## src/rtl/sequencer_m_pkg.sv

```systemverilog
// legv8_pkg: shared states and constants for the LEGv8 control sequencer
package legv8_pkg;
    typedef enum logic [2:0] {
        S_IDLE,
        S_FETCH,
        S_DECODE,
        S_EXECUTE,
        S_MEM,
        S_WB
    } state_t;
    localparam logic [5:0] OP_BL = 6'b100101;
    localparam int CB_NZ_BIT = 24;
    localparam int PC_INC = 4;
endpackage

```

## src/rtl/sequencer_m_if.sv

```systemverilog
// sequencer_m_if: fetch, data-memory, decoder and strobe signals of the sequencer
interface sequencer_m_if #(parameter int DATA_W = 32);
    logic              run;
    logic              imem_req;
    logic [DATA_W-1:0] imem_addr;
    logic              imem_ack;
    logic [31:0]       imem_rdata;
    logic [31:0]       instr;
    logic              Uncondbranch;
    logic              Branch;
    logic              MemRead;
    logic              MemWrite;
    logic              RegWrite;
    logic [DATA_W-1:0] immediate;
    logic              zero;
    logic              dmem_req;
    logic              dmem_we;
    logic              dmem_ack;
    logic              reg_we;
    logic              link_we;
    logic [DATA_W-1:0] link_data;
    logic [DATA_W-1:0] pc;
    logic              retire;
    modport master (
        input  run, imem_ack, imem_rdata, Uncondbranch, Branch, MemRead, MemWrite,
               RegWrite, immediate, zero, dmem_ack,
        output imem_req, imem_addr, instr, dmem_req, dmem_we, reg_we, link_we,
               link_data, pc, retire
    );
    modport slave (
        output run, imem_ack, imem_rdata, Uncondbranch, Branch, MemRead, MemWrite,
               RegWrite, immediate, zero, dmem_ack,
        input  imem_req, imem_addr, instr, dmem_req, dmem_we, reg_we, link_we,
               link_data, pc, retire
    );
endinterface

```

## src/rtl/sequencer_m_next_pc.sv

```systemverilog
// next_pc_m: sequential/branch target and return address from the current pc
module next_pc_m
    import legv8_pkg::*;
#(
    parameter int DATA_W = 32
) (
    input  logic [DATA_W-1:0] i_pc,
    input  logic [DATA_W-1:0] i_immediate,
    input  logic              i_taken,
    output logic [DATA_W-1:0] o_next_pc,
    output logic [DATA_W-1:0] o_link_data
);
    assign o_link_data = i_pc + DATA_W'(PC_INC);
    assign o_next_pc   = i_taken ? i_pc + (i_immediate << 2) : o_link_data;
endmodule

```

## src/rtl/sequencer_m.sv

```systemverilog
// sequencer_m: multi-cycle LEGv8 fetch/decode/execute/mem/write-back controller
module sequencer_m
    import legv8_pkg::*;
#(
    parameter int              DATA_W   = 32,
    parameter logic [DATA_W-1:0] RESET_PC = '0
) (
    input logic          clk,
    input logic          reset,
    sequencer_m_if.master bus
);
    state_t            r_state;
    state_t            w_next;
    logic [DATA_W-1:0] r_pc;
    logic [DATA_W-1:0] r_link_data;
    logic [31:0]       r_instr;
    logic [DATA_W-1:0] w_next_pc;
    logic [DATA_W-1:0] w_link_data;
    logic              w_is_bl;
    logic              w_taken;
    logic              w_retire;

    assign w_is_bl = r_instr[31:26] == OP_BL;
    assign w_taken = bus.Uncondbranch | (bus.Branch & (bus.zero ^ r_instr[CB_NZ_BIT]));

    next_pc_m #(.DATA_W(DATA_W)) u_next_pc (
        .i_pc        (r_pc),
        .i_immediate (bus.immediate),
        .i_taken     (w_taken),
        .o_next_pc   (w_next_pc),
        .o_link_data (w_link_data)
    );

    // next state and retire decision; retiring states return to FETCH or park in IDLE
    always_comb begin
        w_next   = r_state;
        w_retire = 1'b0;
        case (r_state)
            S_IDLE:    w_next = bus.run ? S_FETCH : S_IDLE;
            S_FETCH:   w_next = bus.imem_ack ? S_DECODE : S_FETCH;
            S_DECODE:  w_next = S_EXECUTE;
            S_EXECUTE: begin
                if (bus.MemRead | bus.MemWrite) w_next = S_MEM;
                else if (bus.RegWrite | w_is_bl) w_next = S_WB;
                else w_retire = 1'b1;
            end
            S_MEM: begin
                if (bus.dmem_ack) begin
                    if (bus.MemRead) w_next = S_WB;
                    else w_retire = 1'b1;
                end
            end
            S_WB:      w_retire = 1'b1;
            default:   w_next = S_IDLE;
        endcase
        if (w_retire) w_next = bus.run ? S_FETCH : S_IDLE;
    end

    // state, pc, latched instruction and return address registers
    always_ff @(posedge clk) begin
        if (reset) begin
            r_state     <= S_IDLE;
            r_pc        <= RESET_PC;
            r_instr     <= '0;
            r_link_data <= '0;
        end else begin
            r_state <= w_next;
            if (r_state == S_FETCH && bus.imem_ack) r_instr <= bus.imem_rdata;
            if (r_state == S_DECODE) r_link_data <= w_link_data;
            if (w_retire) r_pc <= w_next_pc;
        end
    end

    assign bus.imem_req  = r_state == S_FETCH;
    assign bus.imem_addr = r_pc;
    assign bus.instr     = r_instr;
    assign bus.dmem_req  = r_state == S_MEM;
    assign bus.dmem_we   = (r_state == S_MEM) & bus.MemWrite;
    assign bus.reg_we    = (r_state == S_WB) & bus.RegWrite;
    assign bus.link_we   = (r_state == S_WB) & w_is_bl;
    assign bus.link_data = r_link_data;
    assign bus.pc        = r_pc;
    assign bus.retire    = w_retire;
endmodule

```

## src/flat_wrapper.sv

```systemverilog
// flat-port wrapper written by rule: the top's interface ports become plain ports
module sequencer_m_flat import legv8_pkg::*;
#(
    parameter int              DATA_W   = 32,
    parameter logic [DATA_W-1:0] RESET_PC = '0
)
  (clk, reset, bus_run, bus_imem_ack, bus_imem_rdata, bus_Uncondbranch, bus_Branch, bus_MemRead, bus_MemWrite, bus_RegWrite, bus_immediate, bus_zero, bus_dmem_ack, bus_imem_req, bus_imem_addr, bus_instr, bus_dmem_req, bus_dmem_we, bus_reg_we, bus_link_we, bus_link_data, bus_pc, bus_retire);
  sequencer_m_if #(.DATA_W(DATA_W)) bus_i ();
  input logic clk;
  input logic reset;
  input wire logic [$bits(bus_i.run)-1:0] bus_run;
  input wire logic [$bits(bus_i.imem_ack)-1:0] bus_imem_ack;
  input wire logic [$bits(bus_i.imem_rdata)-1:0] bus_imem_rdata;
  input wire logic [$bits(bus_i.Uncondbranch)-1:0] bus_Uncondbranch;
  input wire logic [$bits(bus_i.Branch)-1:0] bus_Branch;
  input wire logic [$bits(bus_i.MemRead)-1:0] bus_MemRead;
  input wire logic [$bits(bus_i.MemWrite)-1:0] bus_MemWrite;
  input wire logic [$bits(bus_i.RegWrite)-1:0] bus_RegWrite;
  input wire logic [$bits(bus_i.immediate)-1:0] bus_immediate;
  input wire logic [$bits(bus_i.zero)-1:0] bus_zero;
  input wire logic [$bits(bus_i.dmem_ack)-1:0] bus_dmem_ack;
  output wire logic [$bits(bus_i.imem_req)-1:0] bus_imem_req;
  output wire logic [$bits(bus_i.imem_addr)-1:0] bus_imem_addr;
  output wire logic [$bits(bus_i.instr)-1:0] bus_instr;
  output wire logic [$bits(bus_i.dmem_req)-1:0] bus_dmem_req;
  output wire logic [$bits(bus_i.dmem_we)-1:0] bus_dmem_we;
  output wire logic [$bits(bus_i.reg_we)-1:0] bus_reg_we;
  output wire logic [$bits(bus_i.link_we)-1:0] bus_link_we;
  output wire logic [$bits(bus_i.link_data)-1:0] bus_link_data;
  output wire logic [$bits(bus_i.pc)-1:0] bus_pc;
  output wire logic [$bits(bus_i.retire)-1:0] bus_retire;
  assign bus_i.run = bus_run;
  assign bus_i.imem_ack = bus_imem_ack;
  assign bus_i.imem_rdata = bus_imem_rdata;
  assign bus_i.Uncondbranch = bus_Uncondbranch;
  assign bus_i.Branch = bus_Branch;
  assign bus_i.MemRead = bus_MemRead;
  assign bus_i.MemWrite = bus_MemWrite;
  assign bus_i.RegWrite = bus_RegWrite;
  assign bus_i.immediate = bus_immediate;
  assign bus_i.zero = bus_zero;
  assign bus_i.dmem_ack = bus_dmem_ack;
  assign bus_imem_req = bus_i.imem_req;
  assign bus_imem_addr = bus_i.imem_addr;
  assign bus_instr = bus_i.instr;
  assign bus_dmem_req = bus_i.dmem_req;
  assign bus_dmem_we = bus_i.dmem_we;
  assign bus_reg_we = bus_i.reg_we;
  assign bus_link_we = bus_i.link_we;
  assign bus_link_data = bus_i.link_data;
  assign bus_pc = bus_i.pc;
  assign bus_retire = bus_i.retire;
  sequencer_m #(.DATA_W(DATA_W), .RESET_PC(RESET_PC)) u_core (.clk(clk), .reset(reset), .bus(bus_i));
endmodule
```

## config.mk

```make
export PLATFORM = sky130hd
export DESIGN_NAME = sequencer_m_flat
export DESIGN_NICKNAME = d
export VERILOG_FILES = /design/src/rtl/sequencer_m_pkg.sv /design/src/rtl/sequencer_m_if.sv /design/src/rtl/sequencer_m_next_pc.sv /design/src/rtl/sequencer_m.sv /design/src/flat_wrapper.sv
export SDC_FILE = /design/constraint.sdc
export NUM_CORES = 1
export LEC_CHECK = 0
export ABC_AREA = 1
export CAP_MARGIN = 20
export CORE_ASPECT_RATIO = 2
export CORE_UTILIZATION = 30
export CTS_CLUSTER_DIAMETER = 80
export DETAILED_ROUTE_END_ITERATION = 8
export HOLD_SLACK_MARGIN = 0.03
export MAX_ROUTING_LAYER = met4
export REMOVE_ABC_BUFFERS = 1
export SLEW_MARGIN = 25
export SYNTH_ARGS = -nofsm -noshare
export SYNTH_HDL_FRONTEND = slang
export SYNTH_SLANG_ARGS = --single-unit
```

## constraint.sdc

```tcl
create_clock -name clk -period 1.8 [get_ports clk]
set_input_delay 0.27 -clock clk [delete_from_list [all_inputs] [get_ports clk]]
set_output_delay 0.27 -clock clk [all_outputs]
set_load 0.1 [all_outputs]
```

Yosys cells after proc, flatten, opt, wreduce, memory -nomap -nowiden
Index checks and enable logic that the tools add are counted.

storage, ports and cells
  flip-flop bits (word level) = 99
  input bits = 75
  logic and storage cells = 41
  output and inout bits = 134

cells by class
  bitwise logic cells = 8
  muxes and demuxes = 14
  reductions and logical operators = 3
  equality and inequality tests = 10
  $add $sub $neg = 2

operators with widths
  cell                                                             number
  32-bit by 3-bit adder with 32-bit output, second input constant  1
  32-bit adder                                                     1
  32-bit two-way mux                                               1
  3-bit case mux with 6 select lines                               1
  3-bit two-way mux                                                5
  3-bit by 2-bit == test with 1-bit output, second input constant  2
  3-bit == test, second input constant                             2
  6-bit == test, second input constant                             1
  3-bit by 2-bit != test with 1-bit output, second input constant  2
  1-bit two-way mux                                                5
  1-bit bitwise AND                                                4
  4-bit by 2-bit != test with 1-bit output, second input constant  1
  4-bit AND reduction                                              1
  3-bit by 1-bit == test with 1-bit output, second input constant  1
  3-bit logical NOT                                                1
  1-bit OR                                                         3
  1-bit case mux with 3 select lines                               1
  2-bit two-way mux                                                1
  2-bit != test, second input constant                             1
  1-bit logical AND                                                1
  1-bit XOR                                                        1

Depth between registers and ports, before layout
  depth in word-level cells = 7
  gate-level depth with buffers = 14
  depth with buffers taken out = 14

Modules after synthesis
From an unflattened synthesis, not the netlist that was laid out.

unflattened totals
  cell total of the unflattened synthesis = 1165
  area, all modules = 7193.1 µm²

by module, submodules not included
  module       sequential area each (µm²)  instances  cells an instance  area an instance (µm²)
  sequencer_m  1981.9                      1          504                3936.3
  next_pc_m    0.0                         1          661                3256.9

Worst setup path after synthesis
No wires, ideal clock.

  path type = register -> output
  start point = reg u_core.r_instr[28] (netlist: u_core.bus.instr[28])
  end point = out bus_link_we
  required time = 1.530 ns
  slack = -1.053 ns
  path buffers = 0
  arrival = 2.583 ns
  stages on the path, launching flop included = 5
  cells stage by stage = dfxtp_1 -> inv_1 -> nor2_1 -> nand4_1 -> nor2_1

on the way
  longest elaborated chain between the ends = 2

RTL lines
  element                   RTL line            RTL
  start: declaration        sequencer_m.sv:16   logic [31:0] r_instr;
  start signal: assignment  sequencer_m.sv:68   if (r_state == S_FETCH && bus.imem_ack) r_instr <= bus.imem_rdata;
  6-bit == test             sequencer_m.sv:23   assign w_is_bl = r_instr[31:26] == OP_BL;
  1-bit bitwise AND         sequencer_m.sv:80   assign bus.link_we = (r_state == S_WB) & w_is_bl;
  end: declaration          flat_wrapper.sv:28  output wire logic [$bits(bus_i.link_we)-1:0] bus_link_we;

No other way between the ends.

Final worst setup path
  start point = reg u_core.r_pc[10] (netlist: u_core.bus.imem_addr[10])
  end point = reg u_core.r_pc[20] (netlist: u_core.bus.imem_addr[20])

on the way
  longest elaborated chain between the ends = 2
  elaborated cells between the ends (all ways) = 3
  those cells by class = add/sub: 2; mux: 1

RTL lines
  element                                                                          RTL line                                              RTL
  start: declaration                                                               sequencer_m.sv:14                                     logic [DATA_W-1:0] r_pc;
  start signal: assignment                                                         sequencer_m.sv:70                                     if (w_retire) r_pc <= w_next_pc;
  32-bit by 3-bit adder with 32-bit output / 32-bit adder (equally long branches)  sequencer_m_next_pc.sv:13, sequencer_m_next_pc.sv:14
  32-bit two-way mux *                                                             sequencer_m_next_pc.sv:14                             assign o_next_pc = i_taken ? i_pc + (i_immediate << 2) : o_link_data;

Mark *: on every way between the ends. The rest lies on a longest branch, timed or not.
A chain may end at the register's enable or synchronous reset.

==> key figures <==
Setup path
  • Crit end category: register
  • CP Max Fanout: 4
  • Crit path max-delay cell type: dfxtp_4
  • Worst R2R Setup Slack: -30 ps
  • WS Path Type: register to register
  • R2r startpoint: u_core.bus.imem_addr[10]$_SDFFE_PP0P_
  • CP startpoint kind: register
  • R2r endpoint: u_core.bus.imem_addr[20]$_SDFFE_PP0P_
  • Buffer and inverter count on the worst path: 1
  • Cells on worst reg2reg path: 10
  • Crit path largest cell delay: 390 ps
  • Worst-path cell chain: ha_4 > nand2_2 > inv_1 > a21oi_2 > nand3_4 > nand2_1 > nand3_1 > nand2_1 > nand3_1 > a21oi_2
  • Worst path depth: 10
  • Crit path DAT: 2130 ps
  • CP startpoint: u_core.bus.imem_addr[10]$_SDFFE_PP0P_
  • Top cell family by delay on the critical path: simple AND/OR/NAND/NOR gates
  • CP Data Required Time: 2100 ps
  • Critical path capture point: u_core.bus.imem_addr[20]$_SDFFE_PP0P_

STA
  • RSZ-0062 raised after global routing: true
  • Worst hold slack: 466 ps
  • Final Hold Viols: 0
  • Post-route setup TNS: -57.6 ps
  • Clk_skew: 15.9 ps
  • Setup violators final: 6
  • Max Clk Rate: 546 MHz
  • Final Worst Setup Slack: -32.0 ps
  • Min cycle time layout: 1830 ps
  • Final period util: 102%
  • Fin. max-slew vios: 0

Synth
  • Cell Area, Synth: 6980 sq um
  • Avg Inst Size Synth: 5.96 sq um
  • Distinct cells, synth: 38
  • Ys Warns: 0
  • FF+latch count, synth: 95
  • Sequential area share after synthesis: 27.2%
  • Gate Count Post-Synth: 1171

Floorplan
  • Site Rows: 78
  • Initial core utilization: 30.7%
  • I/O pins: 209
  • Die Wd: 110 um
  • Core area: 22700 sq um
  • Die H: 218 um
  • Die ar.: 23900 sq um

Finish
  • Antenna diode count: 0
  • Fillers: 2040
  • Final Util: 56.9%
  • Finished Layout Cells: 1776
  • Synthesis-to-finish area growth: 85.2%
  • Nets: 1597
  • Layout cells sized above 1: 39.2%

GRT
  • Met1 usage: 24.3%
  • Grt met3 use: 2.60%
  • Largest net degree at the start of global routing: 40
  • GR Util met2: 47.8%
  • Most Used Layer, Global Route: met2
  • Initial antenna violation count: 0
  • Grt ovf: 0
  • Total global-route track usage: 26.3%
  • Global-route wire length before repair: 45.3 mm
  • Number of global-route vias before repair: 8697

Clock network
  • CTS Sinks: 95
  • Worst-skew pair later-pin latency: 360 ps
  • Clk slew on worst S/H paths: 80 ps
  • Clock Path Buffers: 2
  • CTS Hold Bufs: 0
  • H-tree depth: 3
  • CTS tree: yes
  • Inserted Clock Buffers: 9
  • Root Buffer: clkbuf_16

Power
  • Cell area power density: 536 nW/um^2
  • Maximum VDD drop: 703 uV
  • Leak: 6.18 nW

Routing
  • Drt total wl: 30.5 mm
  • Pre-antenna DRT Iters: 5
  • Vias: 8746
  • Drt first-iter violations: 364
  • Post-route ant nets: 0
  • DR DRC count: 0
  • Avg WL per Cell: 17.2 um
  • Vias per std cell: 4.92

Flow run
  • Max-cap viol count: 0

Placed design
  • Port buffer count: 200
  • Post-DP HPWL: 23.5 mm
  • Dpl ws: -517 ps
  • Post-Place Cells: 1739
  • Placer Congestion: 0.986

Outcome
  • Failing checks: setup timing
  • Status: complete, but fails checks

Worst hold path
  • Startpoint of the worst hold path: u_core.bus.instr[28]$_SDFFE_PP0P_
  • Worst hold path type: register to register
[power by group]
part           internal (W)  switching, W
sequential          0.00221      0.000111
combinational      0.000950       0.00176
clock              0.000962      0.000938
[area by class of cell]
class	instances	area (sq um)	share of cell area [%]
inverters	165	622	4.81
clock inverters	6	52.6	0.406
repair buffers	373	4470	34.5
flip-flops and latches	95	1970	15.2
clock buffers	10	229	1.77
multi-input cells	847	5250	40.5
well taps	280	350	2.71
[synth_stat cells]
master      n  area [sq um]
nand2_2     4          25.0
o211ai_1    1          7.51
nand4_1    15          93.8
o31ai_1     1          7.51
clkbuf_1   19          71.3
conb_1      1          3.75
a21oi_1    67           335
xnor2_1     8          70.1
buf_1       2          7.51
a31oi_1     5          31.3
inv_2       1          3.75
nor3_4      1          16.3
clkinv_1    2          7.51
nand3_1    54           270
o21ai_0   101           505
buf_4      36           270
o21bai_1    2          15.0
nor3_2      3          30.0
clkbuf_2    1          5.00
xor2_1     15           131
nor2_4      1          11.3
or2_2       6          37.5
nand2_1   293          1100
fa_1        1          20.0
dfxtp_1    95          1900
a211oi_1    1          7.51
nand3b_1   13          97.6
ha_1       30           375
and2_1      3          18.8
o22ai_1     1          6.26
a21oi_2     1          8.76
inv_1     162           608
buf_6       1          11.3
a21o_1      1          7.51
nor3_1      8          40.0
nor2_2      2          12.5
nor2_1    203           762
buf_2      10          50.1
[stage by stage]
| stage | instance area [sq um] | power, W |
|---|---|---|
| 6_report | 12900 | 0.00693 |
| 5_1_grt | 12900 | 0.00718 |
| 4_1_cts | 12000 | 0.00684 |
| 3_5_place_dp | 11100 | 0.00488 |
| 3_3_place_gp | 11100 | 0.00487 |
| 2_1_floorplan | 6590 | 0.00384 |
[registers in the layout, summed over array words and instances, names as in the netlist]
name,flops
u_core.bus.imem_addr,30
u_core.r_state,3
u_core.bus.instr,32
u_core.bus.link_data,30
[worst min-delay path by stage]
stage,endpoint,slack [ps],cells after the start
floorplan,u_core.bus.imem_addr[22]$_SDFFE_PP0P_,340,1
global placement,u_core.bus.instr[28]$_SDFFE_PP0P_,460,2
detailed placement,u_core.bus.instr[28]$_SDFFE_PP0P_,480,2
CTS,u_core.bus.instr[28]$_SDFFE_PP0P_,480,2
global route,u_core.bus.instr[28]$_SDFFE_PP0P_,480,2
finish,u_core.bus.instr[28]$_SDFFE_PP0P_,470,2
[cell usage in the layout (no fill, tap or decap), types with 12 or more instances in the layout]
cell               n
nor2_4            14
o21ai_0           85
nand3_2           17
ha_4              26
dfxtp_2           14
dfxtp_1           67
a21oi_2           27
nand4_1           15
buf_12           105
nand3_1           33
nor2_1           150
inv_1            157
nor2_2            42
buf_6             22
nand2_2           54
dfxtp_4           14
a21oi_1           38
nand2_4           12
clkdlybuf4s50_1   57
nand2_1          231
buf_4            167
nand3b_1          13
[routing by layer]
metal	part of all wire [%]	up-vias	wire, um
met5	0	-	0
met4	9.1	0	2780
met3	4.1	133	1270
met2	54	351	16400
met1	33	3981	10100
li1	-	4281	-
[worst register-to-register path, delay by kind of cell (launching register included)]
family                   cells  cell delay, ps
flip-flops                   1             390
AND/OR/NAND/NOR              6             660
buffers and inverters        1              70
AO/OA/AOI/OAI                2             380
adder cells (fa/ha/maj)      1             270
[logic make-up after synthesis]
logic type                 synth area share (%)
AOI/OAI and AO/OA                          13.3
adders and majority gates                  5.66
other                                    0.0537
xor gates and xnor gates                   2.88
and+or+nand+nor                            36.0
buffers and inverters                      14.8
DFF                                        27.2
[timing repair]
action / in CTS / in global routing
setup endpoints to repair: 46 / 53
cloned: 2 / 0
pin swaps: 19 / 66
endpoints found under the hold margin: 0 / 0
buffers inserted: 8 / 12
resized for setup: 131 / 241
Power figures use the tool's default switching activity.
